### src/rtl/pwm_duty_ramp_ctrl.sv
// rtl/pwm_duty_ramp_ctrl.sv - duty-cycle ramp controller stepping a PWM duty value toward a target
// Optional macro RAMP_BYPASS_EN adds cmd_immediate for a direct duty load without ramping.
module pwm_duty_ramp_ctrl #(
  parameter int DUTY_W = 8,
  parameter int DIV_W  = 16
) (
  input  logic              clk,
  input  logic              rst,
  input  logic              cmd_valid,
  output logic              cmd_ready,
  input  logic [DUTY_W-1:0] cmd_target,
  input  logic [DIV_W-1:0]  cmd_interval,
`ifdef RAMP_BYPASS_EN
  input  logic              cmd_immediate,
`endif
  input  logic              abort,
  output logic [DUTY_W-1:0] duty,
  output logic              busy,
  output logic              done,
  output logic              step_tick
);

  typedef enum logic {IDLE, RAMP} state_t;

  localparam logic [DUTY_W-1:0] DUTY_ONE = 1;
  localparam logic [DIV_W-1:0]  DIV_ONE  = 1;

  state_t            state_q, state_d;
  logic [DUTY_W-1:0] duty_q, duty_d;
  logic [DUTY_W-1:0] target_q, target_d;
  logic [DIV_W-1:0]  reload_q, reload_d;
  logic [DIV_W-1:0]  cnt_q, cnt_d;
  logic              done_q, done_d;
  logic              tick_q, tick_d;
  logic              accept;
  logic              imm;

`ifdef RAMP_BYPASS_EN
  assign imm = cmd_immediate;
`else
  assign imm = 1'b0;
`endif

  // abort blocks an accept even though cmd_ready is still high
  assign accept = cmd_valid && (state_q == IDLE) && !abort;

  always_comb begin
    state_d  = state_q;
    duty_d   = duty_q;
    target_d = target_q;
    reload_d = reload_q;
    cnt_d    = cnt_q;
    done_d   = 1'b0;
    tick_d   = 1'b0;
    case (state_q)
      IDLE: begin
        if (accept) begin
          if (imm) begin
            duty_d = cmd_target;
            tick_d = (cmd_target != duty_q);
            done_d = 1'b1;
          end else if (cmd_target == duty_q) begin
            done_d = 1'b1;
          end else begin
            target_d = cmd_target;
            reload_d = (cmd_interval == '0) ? '0 : cmd_interval - DIV_ONE;
            cnt_d    = (cmd_interval == '0) ? '0 : cmd_interval - DIV_ONE;
            state_d  = RAMP;
          end
        end
      end
      RAMP: begin
        if (abort) begin
          state_d = IDLE;
        end else if (cnt_q == '0) begin
          // target bounds every step, so the +/-1 can never wrap
          duty_d = (target_q > duty_q) ? duty_q + DUTY_ONE : duty_q - DUTY_ONE;
          tick_d = 1'b1;
          cnt_d  = reload_q;
          if (duty_d == target_q) begin
            state_d = IDLE;
            done_d  = 1'b1;
          end
        end else begin
          cnt_d = cnt_q - DIV_ONE;
        end
      end
      default: state_d = IDLE;
    endcase
  end

  always_ff @(posedge clk) begin
    if (rst) begin
      state_q  <= IDLE;
      duty_q   <= '0;
      target_q <= '0;
      reload_q <= '0;
      cnt_q    <= '0;
      done_q   <= 1'b0;
      tick_q   <= 1'b0;
    end else begin
      state_q  <= state_d;
      duty_q   <= duty_d;
      target_q <= target_d;
      reload_q <= reload_d;
      cnt_q    <= cnt_d;
      done_q   <= done_d;
      tick_q   <= tick_d;
    end
  end

  assign cmd_ready = (state_q == IDLE);
  assign busy      = (state_q == RAMP);
  assign duty      = duty_q;
  assign done      = done_q;
  assign step_tick = tick_q;

endmodule

### config.mk
export PLATFORM = sky130hd
export DESIGN_NAME = pwm_duty_ramp_ctrl
export DESIGN_NICKNAME = d
export VERILOG_FILES = /design/src/rtl/pwm_duty_ramp_ctrl.sv
export SDC_FILE = /design/constraint.sdc
export NUM_CORES = 1
export LEC_CHECK = 0
export BUFFER_PORTS_ARGS = -buffer_cell sky130_fd_sc_hd__clkbuf_2
export CAP_MARGIN = 20
export CORE_MARGIN = 1.5
export CORE_UTILIZATION = 50
export CTS_CLUSTER_SIZE = 10
export DETAILED_ROUTE_END_ITERATION = 12
export GPL_ROUTABILITY_DRIVEN = 0
export HOLD_SLACK_MARGIN = 0.12
export PLACE_DENSITY = 0.7
export SLEW_MARGIN = 20
export SYNTH_ARGS = -nofsm -noshare
export SYNTH_HDL_FRONTEND = slang
export SYNTH_SLANG_ARGS = --single-unit
### constraint.sdc
create_clock -name clk -period 5.6 [get_ports clk]
set_clock_uncertainty 0.2 [all_clocks]
set_input_delay 0.84 -clock clk [delete_from_list [all_inputs] [get_ports clk]]
set_output_delay 0.84 -clock clk [all_outputs]
set_load 0.05 [all_outputs]
After elaboration in Yosys (flattened, before gate mapping)
Cells that the tools add are included.
- add/sub/neg operators: 4
- order comparisons: 1
- equal/unequal tests: 6
- mux-type cells: 25
- bitwise logic cells: 2
- reduce and logical (&&, ||, !) cells: 8
- operators by type and width (cell ; count):
    $mux 16 ; 5
    $logic_not 16->1 ; 2
    $mux 8 ; 4
    $pmux 16 s2 ; 1
    $sub 16x1->16 const B ; 2
    $eq 8x8->1 ; 2
    $mux 1 ; 12
    $reduce_and 3->1 ; 3
    $add 8x1->8 const B ; 1
    $gt 8x8->1 ; 1
    $sub 8x1->8 const B ; 1
    $pmux 1 s2 ; 3
    $ne 2x1->1 const B ; 2
    $ne 2x2->1 const B ; 2
    $logic_and 1x1->1 ; 2
    $not 1->1 ; 2
    $logic_not 1->1 ; 1
- bits in registers: 51
- input bits: 28
- output and inout bits: 12

Depth between registers and ports, before layout
Gate-level depths: netlist of the first run.
- word-level depth: 7
- gate-level depth with buffers: 15
- gate-level depth less buffers: 15

Worst setup path before layout of the first run
OpenSTA, ideal clock, no wires.
- kind: register to register
- start: reg duty_q[1] (netlist: duty[1])
- end: reg done_q (netlist: done)
- setup time: 0.057 ns
- arrival: 3.916 ns
- required time: 5.343 ns
- path slack: 1.427 ns
- cell stages (with the launch flop): 15
- clock period less this slack: 4.173 ns
- cell sequence: dfxtp_1 -> inv_1 -> ha_1 -> nor2b_1 -> o211ai_1 -> a21oi_1 -> o22ai_1 -> inv_1 -> fa_1 -> xnor2_1 -> xor2_1 -> or3_1 -> or4_4 -> nor4_2 -> a21o_1
- longest elaborated chain between the ends: 7
- ends and longest elaborated chain (element ; RTL line ; text):
    start: declaration ; 29 ; logic [DUTY_W-1:0] duty_q, duty_d;
    start signal: assignment ; 103 ; duty_q <= duty_d;
    $sub 8x1->8 (tied with other cells) ; 77 ; duty_d = (target_q > duty_q) ? duty_q + DUTY_ONE : duty_q - DUTY_ONE;
    $mux 8 ; 77 ;
    $eq 8x8->1 ; 80 ; if (duty_d == target_q) begin
    $mux 1 ; 80 ;
    $mux 1 ; 75 ; end else if (cnt_q == '0) begin
    $mux 1 ; 73 ; if (abort) begin
    $pmux 1 s2 (*) ; 55 ; case (state_q)
    end signal: assignment ; 107 ; done_q <= done_d;
    end: declaration ; 33 ; logic done_q, done_d;
Every way passes the cells marked *; elsewhere a longest branch is shown, timed or not.
A chain may end at the register's enable or synchronous reset.

Final worst setup path of the first run
Same ends and word-level chain as after synthesis.

==> results of run 1 <==
-- placed cells by master, fill, tap and decap left out, types with 5 or more instances in the layout --
cell type | Yosys | final
nand2_1 | 19 | 19
nor2_1 | 68 | 68
a211oi_1 | 12 | 12
nand3_1 | 9 | 8
clkbuf_2 | 0 | 38
ha_1 | 18 | 18
o211ai_1 | 10 | 10
a21oi_1 | 29 | 29
o311a_1 | 5 | 5
xor2_1 | 22 | 22
mux2i_1 | 16 | 16
inv_1 | 16 | 16
o21ai_0 | 5 | 5
clkbuf_8 | 0 | 5
nand2b_1 | 5 | 5
xnor2_1 | 18 | 18
dfxtp_1 | 51 | 51
nor4_1 | 6 | 6
nor3_1 | 45 | 45
-- kinds of logic after synthesis --
logic type | count (synthesis) | share of synthesized area, %
simple gates | 179 | 26.7
compound gates | 76 | 14.8
flops | 51 | 29.4
xor+xnor | 43 | 12.1
buf+inv | 41 | 4.98
fa+ha+maj | 19 | 7.07
mux | 17 | 4.94
-- layout make-up --
| cell class | count | area (um2) |
|---|---|---|
| Sequential cell | 51 | 1020 |
| Clock buffer | 5 | 68.8 |
| Clock inverter | 3 | 15.0 |
| Tap cell | 80 | 100 |
| Timing Repair Buffer | 41 | 210 |
| Multi-Input combinational cell | 334 | 2280 |
| Inverter | 17 | 63.8 |
| Fill cell | 649 | 3000 |
-- worst max-delay path by stage --
stage	startpoint	endpoint	slack [ns]	cells after the start
2_1_floorplan	duty[1]	done	1.43	14
3_3_place_gp	duty[1]	done	1.60	14
3_5_place_dp	duty[1]	done	1.45	14
4_1_cts	duty[1]	done	1.43	14
5_1_grt	duty[1]	done	1.14	14
6_report	duty[1]	done	1.42	14
-- metal layers --
metal / vias up / track usage (%) / wire (um)
met5: - / 0 / 0
met4: 0 / 7.04 / 153
met3: 11 / 2.95 / 235
met2: 43 / 43.9 / 4170
met1: 1480 / 28.8 / 3760
li1: 1566 / - / -
-- power by group --
| group | switching [uW] | internal (uW) |
|---|---|---|
| sequential | 23.4 | 382 |
| clock | 127 | 86.0 |
| combinational | 157 | 117 |
-- metrics by stage --
step,hold WS [ns],utilization (%),worst slack (ns),cells
after global routing,0.326,55.6,1.14,531
final,0.287,55.6,1.42,531
after floorplan,0.249,-,1.43,426
after CTS,0.292,55.6,1.43,531
after global placement,0.263,54.4,1.60,523
after detailed placement,0.271,54.4,1.45,523
-- worst max-delay path: stages, from the launching register on --
cell      delay, ns
dfxtp_1        0.42
inv_1          0.10
ha_1           0.31
nor2b_1        0.13
o211ai_1       0.15
a21oi_1        0.09
o22ai_1        0.60
inv_1          0.13
fa_1           0.43
xnor2_1        0.24
xor2_1         0.09
or3_1          0.37
or4_4          0.50
nor4_2         0.24
a21o_1         0.14
-- sequential cells by signal, indices dropped and copies added, names as in the netlist --
signal     count
step_tick      1
busy           1
cnt_q         16
reload_q      16
duty           8
target_q       8
done           1
==> run summary, run 1 <==
Via density - 5.84
Crit path capture type - flip-flop
WL/cell - 15.7 um
Die H - 86.3 um
Slew Viols, Final - 0
Count of input and output buffers - 39
Crit start category - flip-flop
Worst R2R Start - duty[1]
CTS resizes - 0
Die width - 86.3 um
P&R area growth vs syn - 8.37%
Crit path max fanout - 9
Vias in the first global route - 2974
Layout cells sized above 1 - 14.4%
GRT Total Usage - 23.8%
Drt total wl - 8.32 mm
Largest net degree at the start of global routing - 53
Io pins - 40
Post-CTS Setup Repair Bufs - 0
Hold Path Sink - reload_q[14]
Seq cells post-synth - 51
Outcome - finished, final reports clean
Syn Nets - 473
CTS tree - done
Placed Area - 3670 um2
Die ar. - 7440 um2
CTS Root Cell - clkbuf_8
PD cells - 238 nW/um2
Data required time of the critical path - 5.66 ns
YS warnings - 0
Clock Latency Late Sink - 0.31 ns
Core ar. - 6760 um2
Final setup fails - 0
Initial DRC count - 194
Top post-synthesis cells by count - nor2_1 (68), dfxtp_1 (51), nor3_1 (45), a21oi_1 (29), xor2_1 (22)
Avg Cell Area, Syn - 8.14 um2
Hold WC Path Type - reg -> reg
Sum Neg Setup Slack - 0 ns
Synth cell types - 54
Fmax - 239 MHz
Std cell rows - 30
Post-route cell area - 3760 um2
Final HPWL DP - 5.82 mm
Mapped Cells - 426
Final ANT Viol Nets - 0
CP arrival - 4.24 ns
Setup slack on the worst flop-to-flop path - 1.42 ns
Synthesized area - 3470 um2
Endpoints failing hold - 0
Main flop type after synthesis - dfxtp_1
Hold_sp - reload_q[14]
Most frequent cell after synthesis - nor2_1
EDFF count, synth - 0
Vias - 3100
Leak - 0.00158 uW
Setup CP Type - reg -> reg
Slew @ Worst Pin - 0.999 ns
Min-Delay Path Depth - 2
Total power draw - 894 uW
H-tree levels - 2
Rel. slew slack - 33.4%
Antenna cells - 0
DR pass1 iterations - 4
Initial antenna violation count - 0
Yosys top cell by area - dfxtp_1
CTS hold repair buffers - 0
Clock Pin Slew Worst Setup and Hold Paths - 0.09 ns
Drc violations - 0
Register area share after synthesis - 29.4%
VDD IR-drop max - 0.125 mV
Initial Utilization - 51.3%
Total CTS buffers - 5
Reg2reg end - done
Crit path time final - 4.18 ns
Global-route wire length before repair - 14.0 mm
Num Clock Sinks - 51
Async SR Flop Fraction - 0%
Clock Tree Buf Depth - 2
Global route overflow - 0
RSZ-0062 raised after global routing - false
Max Cap Viol - 0
Synth top area cells - dfxtp_1 (29%), nor2_1 (7.4%), ha_1 (6.5%), nor3_1 (6.5%), xor2_1 (5.6%)
Synth top area share - 29.4%
Final period util - 74.7%
Worst reg2reg path depth - 14
Nets - 497
No activity file was read; power rests on OpenSTA's default activity.
==> inputs of run 2 (changes only) <==
--- a/config.mk
+++ b/config.mk
@@ -5,6 +5,7 @@
 export SDC_FILE = /design/constraint.sdc
 export NUM_CORES = 1
 export LEC_CHECK = 0
+export ABC_AREA = 1
 export BUFFER_PORTS_ARGS = -buffer_cell sky130_fd_sc_hd__clkbuf_2
 export CAP_MARGIN = 20
 export CORE_MARGIN = 1.5
@@ -13,7 +14,7 @@
 export DETAILED_ROUTE_END_ITERATION = 12
 export GPL_ROUTABILITY_DRIVEN = 0
 export HOLD_SLACK_MARGIN = 0.12
-export PLACE_DENSITY = 0.7
+export PLACE_DENSITY = 0.72
 export SLEW_MARGIN = 20
 export SYNTH_ARGS = -nofsm -noshare
 export SYNTH_HDL_FRONTEND = slang
==> constraint.sdc (replaced) <==
create_clock -name clk -period 3.6 [get_ports clk]
set_clock_uncertainty 0.2 [all_clocks]
set_input_delay 0.54 -clock clk [delete_from_list [all_inputs] [get_ports clk]]
set_output_delay 0.54 -clock clk [all_outputs]
set_load 0.05 [all_outputs]
==> run summary, run 2 <==
Global route overflow - 0 (unchanged)
Setup slack on the worst flop-to-flop path - 0.40 ns (-1.01 ns)
Met3 WL - 406 um (+73%)
Worst-path cell chain - inv_1 > ha_1 > nand2_1 > nand2_1 > nand2_1 > nand2_1 > nand2_1 > nand2_1 > nand2_4 > inv_1 > fa_1 > xor2_2 > inv_1 > nand2_1 > nand2_1 > nor2_1 > nand3_1 > nor2_1 > nand2_1 > nor2_2 > nand3_1 > nand2_1 > inv_1
Placed Area - 3850 um2 (+4.9%)
Clock Pin Slew Worst Setup and Hold Paths - 0.10 ns (about the same)
Hold Path Sink - cnt_q[4]
CTS hold repair buffers - 0 (unchanged)
Worst reg2reg path depth - 23 (+9)
Register area share after synthesis - 28.3% (-1.1 points)
Avg Cell Area, Syn - 6.76 um2 (-17%)
Vias - 3496 (+13%)
Critical path origin - duty[1]
Endpoints failing hold - 0 (unchanged)
Total CTS buffers - 5 (unchanged)
Critical path buffers and inverters - 4 (+2)
CP peak stage delay - 0.43 ns (-0.17 ns)
Slowest cell on the critical path - fa_1
Leak - 0.00184 uW (+17%)
Initial antenna violation count - 0 (unchanged)
Total power draw - 1450 uW (+62%)
Hold WC Path Type - in -> reg
CTS Root Cell - clkbuf_8
PD cells - 365 nW/um2 (+54%)
Worst path most repeated cell - nand2_1
Setup CP Type - reg -> reg
Antenna cells - 0 (unchanged)
Drt total wl - 8.82 mm (+6.1%)
Async SR Flop Fraction - 0% (unchanged)
WL/cell - 13.3 um (-15%)
Sum Neg Setup Slack - 0 ns (unchanged)
Io pins - 40 (unchanged)
Die width - 87.9 um (+1.9%)
DR pass1 iterations - 4 (unchanged)
Synth top area share - 28.3% (-1.1 points)
Via density - 5.27 (-9.7%)
Largest net degree at the start of global routing - 49 (-7.5%)
Std cell rows - 30 (unchanged)
Most common cell after layout, fill and taps aside - nand2_1
Wire length on met1 - 4.41 mm (+17%)
EDFF count, synth - 0 (unchanged)
Top post-synthesis cells by count - nand2_1 (82), nor2_1 (75), inv_1 (56), o21ai_0 (54), dfxtp_1 (51)
Global-route wire length before repair - 15.5 mm (+10%)
VDD IR-drop max - 0.166 mV (+33%)
Mapped Cells - 533 (+25%)
P&R area growth vs syn - 10.2%
H-tree levels - 2 (unchanged)
Layout filler cell count - 676 (+4.2%)
Fmax - 313 MHz (+31%)
Initial Utilization - 52.4% (+1.1 points)
Final HPWL DP - 6.52 mm (+12%)
Nets - 613 (+23%)
Seq cells post-synth - 51 (unchanged)
Clock Tree Buf Depth - 2 (unchanged)
Main flop type after synthesis - dfxtp_1
Slew @ Worst Pin - 0.812 ns (-0.187 ns)
Crit path time final - 3.20 ns (-0.990 ns)
Worst R2R Start - duty[1]
Post-route cell area - 3970 um2 (+5.6%)
Commonest non-fill, non-tap cells in the layout - nand2_1 (81), nor2_1 (74), inv_1 (56)
Outcome - finished, final reports clean
Synthesized area - 3600 um2 (+3.9%)
Count of input and output buffers - 39 (unchanged)
Largest registers - cnt_q x16, reload_q x16
Synth cell types - 39 (-28%)
Data required time of the critical path - 3.62 ns (-2.04 ns)
Reg2reg end - busy
GRT Total Usage - 25.2% (+1.5 points)
Crit path capture type - flip-flop
Drc violations - 0 (unchanged)
Yosys top cell by area - dfxtp_1
Final ANT Viol Nets - 0 (unchanged)
Crit path max fanout - 9 (unchanged)
Layout cells sized above 1 - 15.5% (+1.1 points)
Hold_sp - rst
Crit start category - flip-flop
Min-Delay Path Depth - 2 (unchanged)
Synth top area cells - dfxtp_1 (28%), nand2_1 (8.5%), nor2_1 (7.8%), o21ai_0 (7.5%), ha_1 (6.3%)
Max Cap Viol - 0 (unchanged)
Num Clock Sinks - 51 (unchanged)
Top Metal Used - met4
Fin util - 57.8% (+2.2 points)
Rel. slew slack - 45.9% (+12 points)
Routed wl met2 - 3.92 mm (-5.9%)
Clock Latency Late Sink - 0.31 ns (about the same)
Die ar. - 7720 um2 (+3.8%)
YS warnings - 0 (unchanged)
RSZ-0062 raised after global routing - false
Final period util - 88.8% (+14 points)
Slew Viols, Final - 0 (unchanged)
Vias in the first global route - 3335 (+12%)
Syn Nets - 580 (+23%)
CP arrival - 3.21 ns (-1.03 ns)
Core ar. - 6870 um2 (+1.7%)
Final setup fails - 0 (unchanged)
Cell family with most CP delay - simple AND/OR/NAND/NOR gates
Initial DRC count - 206 (+6.2%)
CTS tree - done
Most frequent cell after synthesis - nand2_1
Die H - 87.9 um (+1.9%)
## run 2: changes by cell type after synthesis, moves of 12 or more
cell      before  now
nand2_1       19   82
o21ai_0        5   54
nor3_1        45    2
inv_1         16   56
nand3_1        9   32
mux2i_1       16    0
a211oi_1      12    0
## run 2: power by group
group / switching (uW) / total, uW / internal, uW
sequential: 29.3 / 630 / 601
clock: 201 / 339 / 137
combinational: 303 / 481 / 178
total: 533 / 1450 / 916
## run 2: timing repair
| item | 4_1_cts | 5_1_grt |
|---|---|---|
| gates resized for setup | 0 | 7 |
| setup buffers | 0 | 1 |
| endpoints found under the setup margin | 0 | 2 |
## run 2: how the worst max path moves through the flow
stage | to | slack [ns] | depth (start not counted)
3_3_place_gp | busy | 0.28 | 23
4_1_cts | busy | 0.15 | 20
6_report | busy | 0.40 | 23
2_1_floorplan | busy | 0.28 | 22
3_5_place_dp | busy | 0.18 | 20
5_1_grt | busy | 0.06 | 20
## run 2: through the flow
step / hold slack [ns] / setup slack (ns) / instances
finish: 0.254 / 0.405 / 663
global route: 0.253 / 0.0583 / 663
CTS: 0.254 / 0.149 / 662
detailed placement: 0.261 / 0.176 / 654
global placement: 0.249 / 0.282 / 654
floorplan: 0.233 / 0.280 / 533
## run 2: kinds of logic (layout without fill, tap and decap cells)
group	count (synthesis)	in the layout	share of synthesized area, %
AND/OR/NAND/NOR	231	231	29.8
AO/OA/AOI/OAI	125	125	18.7
buffers and inverters	78	112	8.89
flip-flops	51	51	28.3
XOR/XNOR	29	29	7.47
adder cells (fa/ha/maj)	19	19	6.81
## run 2: layout make-up
class	count	area (um2)	share of cell area, %
Multi-Input combinational cell	404	2280	57.4
Tap cell	96	120	3.03
Clock buffer	5	68.8	1.73
Timing Repair Buffer	44	233	5.86
Clock inverter	3	18.8	0.473
Inverter	60	225	5.67
Sequential cell	51	1020	25.8
## run 2: layer usage
metal,vias up,global-route usage (%)
met4,0,5.77
met2,82,40.7
li1,1822,-
met3,10,3.86
met5,-,0
met1,1582,35.5
